[src/rtl/edf_irq_ctrl.sv]
// edf_irq_ctrl: core-side sequencer for the EDF interrupt controller.
// Presents the arbitration winner to the core, runs the claim handshake,
// returns a one-cycle ack to the controller and keeps a nesting stack of
// in-service interrupts with per-entry deadline-miss tracking.
// Optional feature macro: EDF_CTRL_MISS_CNT_EN (saturating 16-bit miss counter
// on miss_cnt_o; when undefined the output is tied to zero).
module edf_irq_ctrl #(
  parameter int unsigned NrIrqs  = 4,
  parameter int unsigned DlWidth = 24,
  parameter int unsigned DlClip  = 0,
  parameter int unsigned MaxNest = 4,
  localparam int unsigned IdWidth = $clog2(NrIrqs),
  localparam int unsigned NestW   = $clog2(MaxNest + 1)
) (
  input  logic               clk_i,
  input  logic               rst_i,
  input  logic               irq_valid_i,
  input  logic [IdWidth-1:0] irq_id_i,
  input  logic [DlWidth-1:0] irq_dl_i,
  output logic               irq_ack_o,
  output logic [IdWidth-1:0] irq_ack_id_o,
  input  logic [63:0]        mtime_i,
  output logic               core_irq_o,
  output logic [IdWidth-1:0] core_irq_id_o,
  input  logic               core_claim_i,
  input  logic               core_done_i,
  output logic [NestW-1:0]   nest_o,
  output logic               miss_o,
  output logic [15:0]        miss_cnt_o
);

  typedef enum logic [1:0] {
    IDLE,
    REQ,
    ACK
  } state_e;

  // a is before b when the wrapped difference is negative (half-range window)
  function automatic logic dl_before(input logic [DlWidth-1:0] a, input logic [DlWidth-1:0] b);
    logic [DlWidth-1:0] diff;
    diff = a - b;
    return diff[DlWidth-1];
  endfunction

  state_e             state_q, state_d;
  logic [IdWidth-1:0] lat_id_q, lat_id_d;
  logic [DlWidth-1:0] lat_dl_q, lat_dl_d;
  logic               core_irq_q, core_irq_d;
  logic [IdWidth-1:0] core_irq_id_q, core_irq_id_d;
  logic               ack_q, ack_d;
  logic [IdWidth-1:0] ack_id_q, ack_id_d;
  logic               miss_q, miss_d;
  logic [NestW-1:0]   depth_q, depth_d;

  logic [IdWidth-1:0] stk_id_q   [MaxNest];
  logic [IdWidth-1:0] stk_id_d   [MaxNest];
  logic [DlWidth-1:0] stk_dl_q   [MaxNest];
  logic [DlWidth-1:0] stk_dl_d   [MaxNest];
  logic               stk_miss_q [MaxNest];
  logic               stk_miss_d [MaxNest];

  logic [63:0]        mtime_sh;
  logic [DlWidth-1:0] now;
  logic               unused_mtime;
  logic [DlWidth-1:0] top_dl;
  logic               top_miss;
  logic               eligible;
  logic               push;
  logic               pop;
  logic               miss_det;
  logic [NestW-1:0]   base;

  assign mtime_sh     = mtime_i >> DlClip;
  assign now          = mtime_sh[DlWidth-1:0];
  assign unused_mtime = ^mtime_sh[63:DlWidth];

  // Select the registered top-of-stack entry (depth-1) without a wide array index
  always_comb begin
    top_dl   = '0;
    top_miss = 1'b0;
    for (int unsigned i = 0; i < MaxNest; i++) begin
      if (i + 1 == 32'(depth_q)) begin
        top_dl   = stk_dl_q[i];
        top_miss = stk_miss_q[i];
      end
    end
  end

  // Next-state logic: handshake FSM, stack push/pop and miss detection
  always_comb begin
    state_d       = state_q;
    lat_id_d      = lat_id_q;
    lat_dl_d      = lat_dl_q;
    core_irq_d    = 1'b0;
    core_irq_id_d = '0;
    ack_d         = 1'b0;
    ack_id_d      = '0;
    depth_d       = depth_q;
    stk_id_d      = stk_id_q;
    stk_dl_d      = stk_dl_q;
    stk_miss_d    = stk_miss_q;
    push          = 1'b0;

    eligible = irq_valid_i && (32'(depth_q) < MaxNest) &&
               ((depth_q == '0) || dl_before(irq_dl_i, top_dl));

    unique case (state_q)
      IDLE: begin
        if (eligible) begin
          state_d       = REQ;
          lat_id_d      = irq_id_i;
          lat_dl_d      = irq_dl_i;
          core_irq_d    = 1'b1;
          core_irq_id_d = irq_id_i;
        end
      end
      REQ: begin
        // A claim is honoured against the eligibility that raised the request
        if (core_claim_i) begin
          push     = 1'b1;
          state_d  = ACK;
          ack_d    = 1'b1;
          ack_id_d = lat_id_q;
        end else if (eligible) begin
          lat_id_d      = irq_id_i;
          lat_dl_d      = irq_dl_i;
          core_irq_d    = 1'b1;
          core_irq_id_d = irq_id_i;
        end else begin
          state_d = IDLE;
        end
      end
      ACK: begin
        state_d = IDLE;
      end
      default: begin
        state_d = IDLE;
      end
    endcase

    miss_det = (depth_q != '0) && !top_miss && !dl_before(now, top_dl);
    miss_d   = miss_det;
    if (miss_det) begin
      for (int unsigned i = 0; i < MaxNest; i++) begin
        if (i + 1 == 32'(depth_q)) stk_miss_d[i] = 1'b1;
      end
    end

    // Pop is applied before push so a same-cycle pair replaces the top in place
    pop  = core_done_i && (depth_q != '0);
    base = pop ? depth_q - NestW'(1) : depth_q;
    if (push) begin
      for (int unsigned i = 0; i < MaxNest; i++) begin
        if (i == 32'(base)) begin
          stk_id_d[i]   = lat_id_q;
          stk_dl_d[i]   = lat_dl_q;
          stk_miss_d[i] = 1'b0;
        end
      end
      depth_d = base + NestW'(1);
    end else begin
      depth_d = base;
    end
  end

  // State, stack and registered outputs
  always_ff @(posedge clk_i or posedge rst_i) begin
    if (rst_i) begin
      state_q       <= IDLE;
      lat_id_q      <= '0;
      lat_dl_q      <= '0;
      core_irq_q    <= 1'b0;
      core_irq_id_q <= '0;
      ack_q         <= 1'b0;
      ack_id_q      <= '0;
      miss_q        <= 1'b0;
      depth_q       <= '0;
      for (int unsigned i = 0; i < MaxNest; i++) begin
        stk_id_q[i]   <= '0;
        stk_dl_q[i]   <= '0;
        stk_miss_q[i] <= 1'b0;
      end
    end else begin
      state_q       <= state_d;
      lat_id_q      <= lat_id_d;
      lat_dl_q      <= lat_dl_d;
      core_irq_q    <= core_irq_d;
      core_irq_id_q <= core_irq_id_d;
      ack_q         <= ack_d;
      ack_id_q      <= ack_id_d;
      miss_q        <= miss_d;
      depth_q       <= depth_d;
      stk_id_q      <= stk_id_d;
      stk_dl_q      <= stk_dl_d;
      stk_miss_q    <= stk_miss_d;
    end
  end

  assign core_irq_o    = core_irq_q;
  assign core_irq_id_o = core_irq_id_q;
  assign irq_ack_o     = ack_q;
  assign irq_ack_id_o  = ack_id_q;
  assign nest_o        = depth_q;
  assign miss_o        = miss_q;

`ifdef EDF_CTRL_MISS_CNT_EN
  logic [15:0] miss_cnt_q, miss_cnt_d;

  // Saturating count of miss_o pulses
  always_comb begin
    miss_cnt_d = miss_cnt_q;
    if (miss_q && (miss_cnt_q != 16'hFFFF)) miss_cnt_d = miss_cnt_q + 16'd1;
  end

  // Miss counter register, cleared only by reset
  always_ff @(posedge clk_i or posedge rst_i) begin
    if (rst_i) miss_cnt_q <= '0;
    else       miss_cnt_q <= miss_cnt_d;
  end

  assign miss_cnt_o = miss_cnt_q;
`else
  assign miss_cnt_o = '0;
`endif

endmodule

[config.mk]
export PLATFORM = sky130hd
export DESIGN_NAME = edf_irq_ctrl
export DESIGN_NICKNAME = d
export VERILOG_FILES = /design/src/rtl/edf_irq_ctrl.sv
export SDC_FILE = /design/constraint.sdc
export NUM_CORES = 1
export LEC_CHECK = 0
export ABC_AREA = 1
export CAP_MARGIN = 40
export CORE_MARGIN = 2
export CORE_UTILIZATION = 25
export DETAILED_ROUTE_END_ITERATION = 12
export PLACE_DENSITY = 0.5
export SLEW_MARGIN = 10
export SYNTH_ARGS = -nofsm -noshare
export SYNTH_HDL_FRONTEND = slang
export SYNTH_SLANG_ARGS = --single-unit
[constraint.sdc]
create_clock -name clk_i -period 5.5 [get_ports clk_i]
set_input_delay 1.1 -clock clk_i [delete_from_list [all_inputs] [get_ports clk_i]]
set_output_delay 1.1 -clock clk_i [all_outputs]
set_load 0.01 [all_outputs]
---- Word level (Yosys, flattened, before mapping) ----
Cells that the tools add are included.
operators by class
  $add $sub $neg .......................... 4
  order comparisons ....................... 1
  equality and inequality tests ........... 11
  muxes and demuxes ....................... 40
  reduce and logical (&&, ||, !) cells .... 19
operators by type and width
  kind                                                                   number
  24-bit 2-to-1 mux                                                      6
  24-bit case mux with 2 select lines                                    1
  24-bit subtractor                                                      2
  2-bit 2-to-1 mux                                                       9
  1-bit 2-to-1 mux                                                       16
  2-bit by 3-bit equality test with 1-bit output, first input constant   4
  2-bit case mux with 2 select lines                                     3
  2-bit AND reduction                                                    6
  4-bit 2-to-1 mux                                                       2
  1-bit by 3-bit equality test with 1-bit output, first input constant   2
  3-bit zero test                                                        2
  3-bit 2-to-1 mux                                                       2
  1-bit logical AND                                                      5
  2-bit inequality test, second input constant                           2
  3-bit by 1-bit adder with 3-bit output, second input constant          1
  3-bit equality test, first input constant                              1
  3-bit < comparator, second input constant                              1
  3-bit inequality test, second input constant                           1
  3-bit nonzero test                                                     1
  3-bit by 1-bit subtractor with 3-bit output, second input constant     1
  2-bit by 1-bit equality test with 1-bit output, second input constant  1
  1-bit zero test                                                        2
  2-bit zero test                                                        1
  1-bit case mux with 2 select lines                                     1
  other kinds (2)                                                        2
storage, ports and cells
  bits in registers ....................... 138
  bits of input ports ..................... 95
  output and inout port bits .............. 26
  logic and storage cells ................. 92

---- Longest topological paths before layout ----
  word-level depth ........................ 11
  gate-level depth with buffers ........... 24

---- Least setup slack after synthesis ----
No wires, ideal clock.
  path type ............................... register -> register
  from .................................... register depth_q[0], in the netlist nest_o[0]
  to ...................................... register lat_id_q[0]
  arrival ................................. 3.007 ns
  required time ........................... 5.382 ns
  path slack .............................. 2.374 ns
  stages on the path, launching flop included .. 21
  buffers on the path ..................... 2
  period minus slack after synthesis ...... 3.126 ns
  path through ............................ dfrtp_1 > inv_1 > ha_1 > inv_2 > nor2_4 > clkbuf_1 > nand2_1 > a21oi_1 > a21oi_1 > a21boi_0 > ha_1 > a21oi_1 > o21a_1 > o221ai_1 > a21oi_1 > nand3_1 > nand3_4 > nand2_4 > buf_6 > nand2_1 > nand2_1
between the ends
  longest elaborated chain between the ends .. 11
  elaborated cells on any way between the ends .. 17
  those cells by class .................... add/sub: 1; order compare: 1; eq/ne: 4; mux: 7; reduce/logical: 4
RTL lines
  element                                         line  text
  start, declared                                 53    logic [NestW-1:0] depth_q, depth_d;
  start signal, assigned                          192   depth_q <= depth_d;
  1-bit by 3-bit equality test with 1-bit output  82    if (i + 1 == 32'(depth_q)) begin
  24-bit 2-to-1 mux (4 in a row)                  82
  24-bit subtractor                               41    diff = a - b;
  1-bit logical OR                                105   ((depth_q == '0) || dl_before(irq_dl_i, top_dl));
  1-bit logical AND (*)                           104   eligible = irq_valid_i && (32'(depth_q) < MaxNest) &&
  2-bit 2-to-1 mux (*)                            n/a
  2-bit 2-to-1 mux                                n/a
  2-bit case mux with 2 select lines (*)          n/a
  end signal, assigned                            185   lat_id_q <= lat_id_d;
  end, declared                                   46    logic [IdWidth-1:0] lat_id_q, lat_id_d;
Mark *: on every way between the ends. The rest lies on a longest branch, timed or not. The select of a mux whose other input is x is not followed.
A chain may end at the register's enable or synchronous reset.

---- Final worst setup path ----
  from .................................... register depth_q[1], in the netlist nest_o[1]
  to ...................................... register lat_dl_q[8]
between the ends
  longest elaborated chain between the ends .. 11
  elaborated cells on any way between the ends .. 17
  those cells by class .................... add/sub: 1; order compare: 1; eq/ne: 4; mux: 7; reduce/logical: 4
RTL lines
  element                                         line  text
  1-bit by 3-bit equality test with 1-bit output  82
  24-bit 2-to-1 mux (4 in a row)                  82
  24-bit subtractor                               41
  1-bit logical OR                                105
  1-bit logical AND (*)                           104
  24-bit 2-to-1 mux (*)                           n/a
  24-bit 2-to-1 mux                               n/a
  24-bit case mux with 2 select lines (*)         n/a
  end signal, assigned                            186   lat_dl_q <= lat_dl_d;
  end, declared                                   47    logic [DlWidth-1:0] lat_dl_q, lat_dl_d;
Marks and branches as above.

==> insert_results.sql <==
INSERT INTO impl_metrics (metric_group, metric, value, unit) VALUES
('outcome', 'outcome', 'complete, no violations', ''),
('grt', 'grt_pass1_wl', '30930', 'um'),
('timing', 'finClkSkew', '0.01186', 'ns'),
('route', 'ant_nets', '0', ''),
('route', 'drt_pre_antenna_iters', '5', ''),
('power_and_ir_drop', 'power.density_cell_area', '493.5', 'nW/um^2'),
('layout', 'diodes', '0', ''),
('layout', 'fin_nets', '1049', ''),
('die', 'placeableCoreArea', '28010', 'sq um'),
('critical_path', 'critical_path.endpoint_type', 'flip-flop', ''),
('grt', 'first_global_vias', '5636', ''),
('power_and_ir_drop', 'ir_worst_vdd', '0.2251', 'mV'),
('cts', 'tritoncts', 'yes', ''),
('route', 'via_count', '5694', ''),
('power_and_ir_drop', 'switching_share', '39.05', '%'),
('route', 'drc_errors', '0', ''),
('critical_path', 'timing.setup.critical_path_class', 'flip-flop to flip-flop', ''),
('power_and_ir_drop', 'design_power_total', '4.345', 'mW'),
('timing', 'rsz0062_at_grt', 'false', ''),
('critical_path', 'path_cells', 'ha_1 > nand2_4 > clkinv_1 > a21oi_1 > a21oi_1 > a21boi_0 > ha_1 > nand2_1 > nor2_1 > nand2_1 > nor4_1 > nand2_1 > nand2_1 > nand2_2 > nand3_4 > buf_4 > nand3_1 > nand2_1', ''),
('cts', 'cts_hold_repair.buffers', '0', ''),
('worst_hold_path', 'hold_path_class', 'flip-flop to flip-flop', ''),
('cts', 'cts_buffers', '17', ''),
('logic_synthesis', 'synth_ff_type', 'dfrtp_1', ''),
('timing', 'worstMarginPinSlew', '0.7228', 'ns'),
('timing', 'timing.max_slew.rel_slack', '51.81', '%'),
('die', 'die_x', '173.3', 'um'),
('power_and_ir_drop', 'power_switching', '1.697', 'mW'),
('cts', 'cts_max_level', '4', ''),
('logic_synthesis', 'syn-instance-count', '840', ''),
('grt', 'grt-ovfl-total', '0', ''),
('logic_synthesis', 'ys_ff_latch', '138', ''),
('route', 'first_iter_violations', '438', ''),
('timing', 'fin_crit_sh', '77.92', '%'),
('logic_synthesis', 'synth_largest_area_cell', 'dfrtp_1', ''),
('logic_synthesis', 'synth_async_sr_flop_share', '100.0', '%'),
('critical_path', 'cpPeakStageDelay', '0.51', 'ns'),
('critical_path', 'r2r.worst_path.cells', '18', ''),
('cts', 'ctsLongestPathBuffers', '2', ''),
('critical_path', 'worst-path-stages', '18', ''),
('logic_synthesis', 'post_synth_instance_area', '7169', 'sq um'),
('logic_synthesis', 'post_synth_main_area_contributors', 'dfrtp_1 48%, nand2_1 12%, ha_1 9.4%, o21ai_0 7.3%, a21oi_1 4.7%', ''),
('placement', 'gp_congestion', '0.7224', ''),
('logic_synthesis', 'synth_cell_types', '38', ''),
('cts', 'clkSlewWorstSetupHoldPaths', '0.06', 'ns'),
('route', 'wl_per_cell', '14.56', 'um'),
('route', 'viasPerCell', '4.414', ''),
('power_and_ir_drop', 'pwr-share-seq', '34.7', '%'),
('die', 'top_level_ports', '121', ''),
('layout', 'multi_input_comb_area', '3239', 'sq um'),
('logic_synthesis', 'syn_avg_cell_area', '8.535', 'sq um'),
('grt', 'grt_usage', '13.07', '%'),
('layout', 'layout.area.seq', '3453', 'sq um'),
('die', 'dieArea', '30050', 'sq um'),
('power_and_ir_drop', 'internal_power', '2.649', 'mW'),
('critical_path', 'critPathMostFrequentCell', 'nand2_1', ''),
('die', 'floorplan.initialDensity', '25.60', '%'),
('timing', 'final_hold_viol_count', '0', ''),
('placement', 'hpwl', '12770', 'um'),
('logic_synthesis', 'synth_seq_area_share', '48.17', '%'),
('layout', 'filler_cells_inserted', '3010', ''),
('timing', 'timing.setup.tns', '0', 'ns'),
('critical_path', 'cp.required', '5.86', 'ns'),
('placement', 'numPortBuffers', '64', ''),
('layout', 'layout-drive-gt1-share', '6.579', '%'),
('layout', 'flow.area_growth_from_synthesis', '22.83', '%'),
('die', 'core.rowCount', '61', ''),
('logic_synthesis', 'synth_edf_count', '0', ''),
('grt', 'grt_max_degree', '79', ''),
('power_and_ir_drop', 'power.share.combinational', '37.9', '%'),
('timing', 'finalCriticalPeriod', '4.286', 'ns');
-- Yosys cell counts (2+ instances only) --
master    count
xor2_1        2
nor4_1        2
o21ai_1       2
nor2_1       15
o21ai_0     105
o21a_1        2
a21boi_0     22
nand3_1      59
nand2_1     228
buf_6         3
buf_4        18
buf_1         5
buf_2         6
a21oi_1      67
o211ai_1      3
clkbuf_1     24
nand2_4       2
a31oi_1       2
inv_2         2
and3_1        2
nor2_4        2
nand4_1       5
a211oi_1      2
inv_1        56
dfrtp_1     138
ha_1         54
-- worst paths after layout --
check,start,to,slack [ns]
max,nest_o[1],lat_dl_q[8],1.21
min,state_q[1],state_q[1],0.45
max reg2reg,nest_o[1],lat_dl_q[8],1.21
min reg2reg,state_q[1],state_q[1],0.45
max in group asynchronous,rst_i,lat_dl_q[8],3.39
min in group asynchronous,rst_i,lat_dl_q[21],1.20
-- power groups by stage --
stage / registers, mW / logic [mW] / clock network, mW
global placement: 1.51 / 1.65 / 0
CTS: 1.51 / 1.68 / 1.22
finish: 1.51 / 1.65 / 1.19
global route: 1.55 / 1.92 / 1.27
detailed placement: 1.52 / 1.68 / 0
floorplan: 1.49 / 1.14 / 0
-- cell type report --
| class | count | share of cell area [%] |
|---|---|---|
| sequential | 138 | 39.22 |
| multi-input combinational | 601 | 36.79 |
| timing repair buffer | 82 | 9.093 |
| tap | 378 | 5.371 |
| clock buffer | 19 | 5.030 |
| inverter | 60 | 2.643 |
| clock inverter | 12 | 1.861 |
-- through the flow --
stage | hold slack (ns) | setup slack (ns) | cells | utilization, %
after floorplan | 0.4252 | 0.7038 | 855 | -
after global placement | 0.4393 | 1.244 | 1258 | 29.20
after detailed placement | 0.4426 | 1.179 | 1259 | 29.27
after CTS | 0.4506 | 1.145 | 1290 | 31.44
after global routing | 0.4681 | 0.8612 | 1290 | 31.44
final | 0.4503 | 1.214 | 1290 | 31.44
-- sequential cells by signal, indices dropped and copies added, names as in the netlist --
name / count
core_irq_id_o: 2
core_irq_o: 1
irq_ack_id_o: 2
irq_ack_o: 1
lat_dl_q: 24
lat_id_q: 2
miss_o: 1
nest_o: 3
state_q: 2
stk_dl_q: 96
stk_miss_q: 4
-- metal layers --
metal,part of all wire (%),GRT usage (%)
met1,48,17.59
met2,46,21.15
met3,3.5,2.346
met4,1.9,4.484
met5,0,0
-- cells in the final DEF, fill, tap and decap left out, types with 3 or more instances in the layout --
cell type / instances
bufinv_16: 3
a21boi_0: 22
a21oi_1: 67
nand3_1: 59
buf_4: 16
nand2_1: 227
dfrtp_1: 138
nor2_1: 15
nand4_1: 5
clkdlybuf4s50_1: 64
o211ai_1: 3
o21ai_0: 105
ha_1: 54
clkinv_4: 3
clkbuf_16: 17
conb_1: 16
inv_1: 55
inv_6: 5
-- cell families (layout without fill, tap and decap cells) --
kind of cell               count (synthesis)  count (layout)  share of synthesized area [%]
AOI/OAI and AO/OA                        208             208                          15.67
xor gates and xnor gates                   3               3                         0.3666
adders and majority gates                 54              54                          9.424
buffers and inverters                    116             173                          7.470
DFF                                      138             138                          48.17
other                                      1              16                        0.05231
and+or+nand+nor                          320             320                          18.85
Power figures use the tool's default switching activity.
==> patch 1, RTL diff (same settings) <==
Build with the macro `EDF_CTRL_MISS_CNT_EN` defined.
--- a/src/rtl/edf_irq_ctrl.sv
+++ b/src/rtl/edf_irq_ctrl.sv
@@ -6,2 +6,4 @@
 // on miss_cnt_o; when undefined the output is tied to zero).
+`define EDF_CTRL_MISS_CNT_EN
+
 module edf_irq_ctrl #(
Function: changed (a bounded check fails within 10 cycles, from zero or initial values and one cycle with rst_i high).
==> patch 1 against the original RTL <==
Worst setup slack improved by 0.14 ns. Sequential cell count rose by 16. Sequential share of layout area rose by 1.0 points. Wire length rose by 9.2%. Worst hold slack improved by 0.011 ns. Final area rose by 8.8%. Power rose by 21%. Combinational power rose by 36%. Area after synthesis rose by 8.3%. Sequential power rose by 24%.
==> patch 1: results (changes against the original RTL) <==
| Metric | Value |
|---|---|
| GPL Wtd Cong | 0.748 (+3.5%) |
| Worst Max-Slew Pin Slew | 0.728 ns (+0.00475 ns) |
| Peak supply drop | 241 uV (+6.9%) |
| Seq/Total Area, Yosys | 49.6% (+1.4 points) |
| Clk power | 0.00114 W (-4%) |
| Post-synthesis compound-gate area fraction | 14.3% (-1.4 points) |
| Max FO, Critical Path | 20 (+1) |
| Post-Synth XOR/XNOR Area | 2.03% (+1.7 points) |
| Top cell family by delay on the critical path | compound AO/OA/AOI/OAI gates |
| Post-DP HPWL | 13,600 um (+6.3%) |
| Leak | 4.54 nW (+11%) |
| Global-route wire length before repair | 33,500 um (+8.2%) |
| Commonest cells post-synth | nand2_1 (209), dfrtp_1 (154), o21ai_0 (103) |
| Final nets | 1,081 (+3.1%) |
| Adder-cell share of the synthesized area | 8.86% (-0.56 points) |
| Vias per inst | 4.49 (+1.7%) |
| Area contributors post-synth | dfrtp_1 (50%), nand2_1 (10%), ha_1 (8.9%) |
| WL/cell | 15.3 um (+5.2%) |
| Critical Path Max Stage Delay | 0.60 ns (+0.09 ns) |
| Largest net degree at the start of global routing | 77 (-2.5%) |
| Switching power total | 0.00216 W (+27%) |
| Crit-path slowest cell | clkinv_1 |
| Initial drt markers | 384 (-12%) |
| Clock skew | 0.0140 ns (+0.00215 ns) |
| Distinct cells, synth | 43 (+13%) |
| FF-to-FF End | lat_dl_q[10] |
| Status | finished, final reports clean |
-- patch 1: cells by family after synthesis --
logic type               Yosys count
AND/OR/NAND/NOR                  339
XOR/XNOR                          18
adder cells (fa/ha/maj)           55
flip-flops                       154
AO/OA/AOI/OAI                    184
buffers and inverters            109
-- patch 1: final cells by class --
class	instances	area, um2
clock inverters	14	136
fillers	3255	21000
flip-flops and latches	154	3850
repair buffers	92	948
clock buffers	18	429
multi-input cells	596	3450
well taps	396	495
inverters	70	273
-- patch 1: metal layers --
layer,global-route usage (%),up-vias
met3,2.08,19
li1,-,3019
met2,20.9,127
met4,4.81,0
met1,17.9,2853
met5,0,-
-- patch 1: metrics by stage --
stage                     util, %  setup WS [ns]  cell area [um2]  hold WS, ns
after floorplan                 -          0.250             7770        0.425
after global placement       29.3           1.25             8970        0.439
after detailed placement     29.5           1.22             9020        0.448
after CTS                    31.3           1.21             9580        0.459
after global routing         31.3          0.956             9580        0.492
final                        31.3           1.36             9580        0.461
==> patch 2, RTL diff (config.mk and constraints unchanged) <==
Made on the original files. Re-encode `state_e` (3 states) as one-hot, 3 bits wide.
--- a/src/rtl/edf_irq_ctrl.sv
+++ b/src/rtl/edf_irq_ctrl.sv
@@ -31,6 +31,6 @@
 
-  typedef enum logic [1:0] {
-    IDLE,
-    REQ,
-    ACK
+  typedef enum logic [2:0] {
+    IDLE = 3'b001,
+    REQ  = 3'b010,
+    ACK  = 3'b100
   } state_e;
Check against the original RTL: no difference found for any inputs over 4 cycles, from zero or initial values and one cycle with rst_i high; so few cycles prove little.
==> patch 2 against the original RTL <==
Area after synthesis is 0.70% lower. Die area is 0.69% lower. Worst setup slack better by 0.12 ns. Wire length is 2.8% lower. Worst hold slack better by 0.026 ns. Non-clock buffer count is 4 lower. Power is 5.9% lower. Sequential cell count is 1 higher. Largest power group is now registers. Final area is 0.26% lower. Count of clock-buffer cells in the layout is 1 higher. Highest routed layer unchanged. Critical endpoint is now lat_dl_q[23].
==> patch 2: results (changes against the original RTL) <==
| Metric | Value |
|---|---|
| Status | finished, final reports clean |
| Area contributors post-synth | dfrtp_1 (49%), nand2_1 (13%), ha_1 (9.5%) |
| Crit path DAT | 4.50 ns (-0.14 ns) |
| Gr usage total | 12.5% (-0.53 points) |
| Sequential logic power | 0.00155 W (+3%) |
| CTS Buf Count | 17 (unchanged) |
| Max FO, Critical Path | 33 (+14) |
| Final setup vio count | 0 (unchanged) |
| Clock skew | 0.0134 ns (+0.00154 ns) |
| Largest net degree at the start of global routing | 71 (-10%) |
| Port bufs | 64 (unchanged) |
| Antenna Cells | 0 (unchanged) |
| FILL cells | 3,016 (+0.20%) |
| Reg clk slew, reported paths | 0.06 ns (about the same) |
| Worst-Skew Late Latency | 0.42 ns (about the same) |
| Global-route wire length before repair | 29,500 um (-4.8%) |
| Placement Cell Area | 0.00815 mm2 (-0.55%) |
| Clk power | 0.00121 W |
| Distinct cells, synth | 36 (-5.3%) |
| Switching power total | 0.00149 W (-12%) |
| Antenna violations before repair | 0 (unchanged) |
| Top flop regs | stk_dl_q (96), lat_dl_q (24), stk_miss_q (4) |
| H-tree depth | 4 (unchanged) |
| Async SR Flop Fraction | 100% (unchanged) |
| GPL Wtd Cong | 0.733 (+1.5%) |
| Vias per inst | 4.41 (about the same) |
| Seq/Total Area, Yosys | 48.9% (+0.71 points) |
| Vias in the first global route | 5,423 (-3.8%) |
| Final non-filler cell total | 1,289 (-0.078%) |
| Yosys warnings | 0 (unchanged) |
| WL/cell | 14.2 um (-2.7%) |
| Min-Delay Path Class | reg -> reg |
| WL met2 | 8080 um (-6.9%) |
| DR pass1 iterations | 4 (-1) |
| Post-DP HPWL | 12,300 um (-3.8%) |
| Worst Max-Slew Pin Slew | 0.720 ns (-0.00327 ns) |
| WL met1 | 9210 um (+1.4%) |
| Worst slack, placed | 1.25 ns (+0.0693 ns) |
| Leak | 4.07 nW (-0.73%) |
| Uppermost layer routed | met4 |
| Clock power share | 29.6% (+2.2 points) |
| Peak supply drop | 202 uV (-10%) |
| Root buffer cell | clkbuf_16 |
| Gate Count Post-Synth | 839 (-0.12%) |
| Fraction of layout instances using a drive strength above 1 | 6.37% (-0.21 points) |
| Postcts setup bufs | 0 (unchanged) |
| CTS Buffer Depth | 2 (unchanged) |
| Initial drt markers | 381 (-13%) |
| Post-cts gate resize count | 0 (unchanged) |
| Commonest cells post-synth | nand2_1 (246), dfrtp_1 (138), o21ai_0 (97) |
| Met3 wire len | 770 um (+17%) |
| Final nets | 1,047 (-0.19%) |
## patch 2: worst max-delay path: stages (launching register included)
cell      delay [ns]
dfrtp_1         0.43
inv_1           0.16
ha_1            0.22
nand2_1         0.14
inv_1           0.57
a21boi_0        0.32
ha_1            0.37
nand2_1         0.07
nor2_1          0.24
nand2_1         0.14
nor4_1          0.32
nand2_1         0.17
nand3_1         0.10
nand3_1         0.14
nand3_2         0.10
buf_4           0.41
nand2_1         0.09
o21ai_1         0.10
## patch 2: worst paths after layout
| kind | from | end | slack (ns) | cells past startpoint |
|---|---|---|---|---|
| max reg2reg | nest_o[0] | lat_dl_q[23] | 1.34 | 17 |
| max in group asynchronous | rst_i | stk_dl_q[93] | 3.36 | 3 |
| min reg2reg | lat_dl_q[17] | lat_dl_q[17] | 0.48 | 2 |
| min | lat_dl_q[17] | lat_dl_q[17] | 0.48 | 2 |
| min in group asynchronous | rst_i | irq_ack_id_o[0] | 1.17 | 2 |
| max | nest_o[0] | lat_dl_q[23] | 1.34 | 17 |
## patch 2: cell families after synthesis
group           count (synthesis)  synth area share, %
compound gates                210                 15.9
other cells                     1               0.0527
xor+xnor                        4                0.492
buf+inv                       113                 6.99
fa+ha+maj                      54                 9.49
mux                             1                0.141
simple gates                  317                 18.0
flops                         139                 48.9
## patch 2: metal layers
metal,up-vias,global-route usage [%]
met3,13,2.37
met4,0,3.60
li1,2865,-
met2,110,19.4
met1,2697,17.8
met5,-,0
## patch 2: area by class of cell
type / instances / area (um2) / area share, %
multi-input cells: 602 / 3200 / 36.4
well taps: 378 / 473 / 5.38
repair buffers: 78 / 771 / 8.77
clock inverters: 12 / 163 / 1.85
clock buffers: 20 / 467 / 5.31
inverters: 60 / 230 / 2.62
flip-flops and latches: 139 / 3480 / 39.6
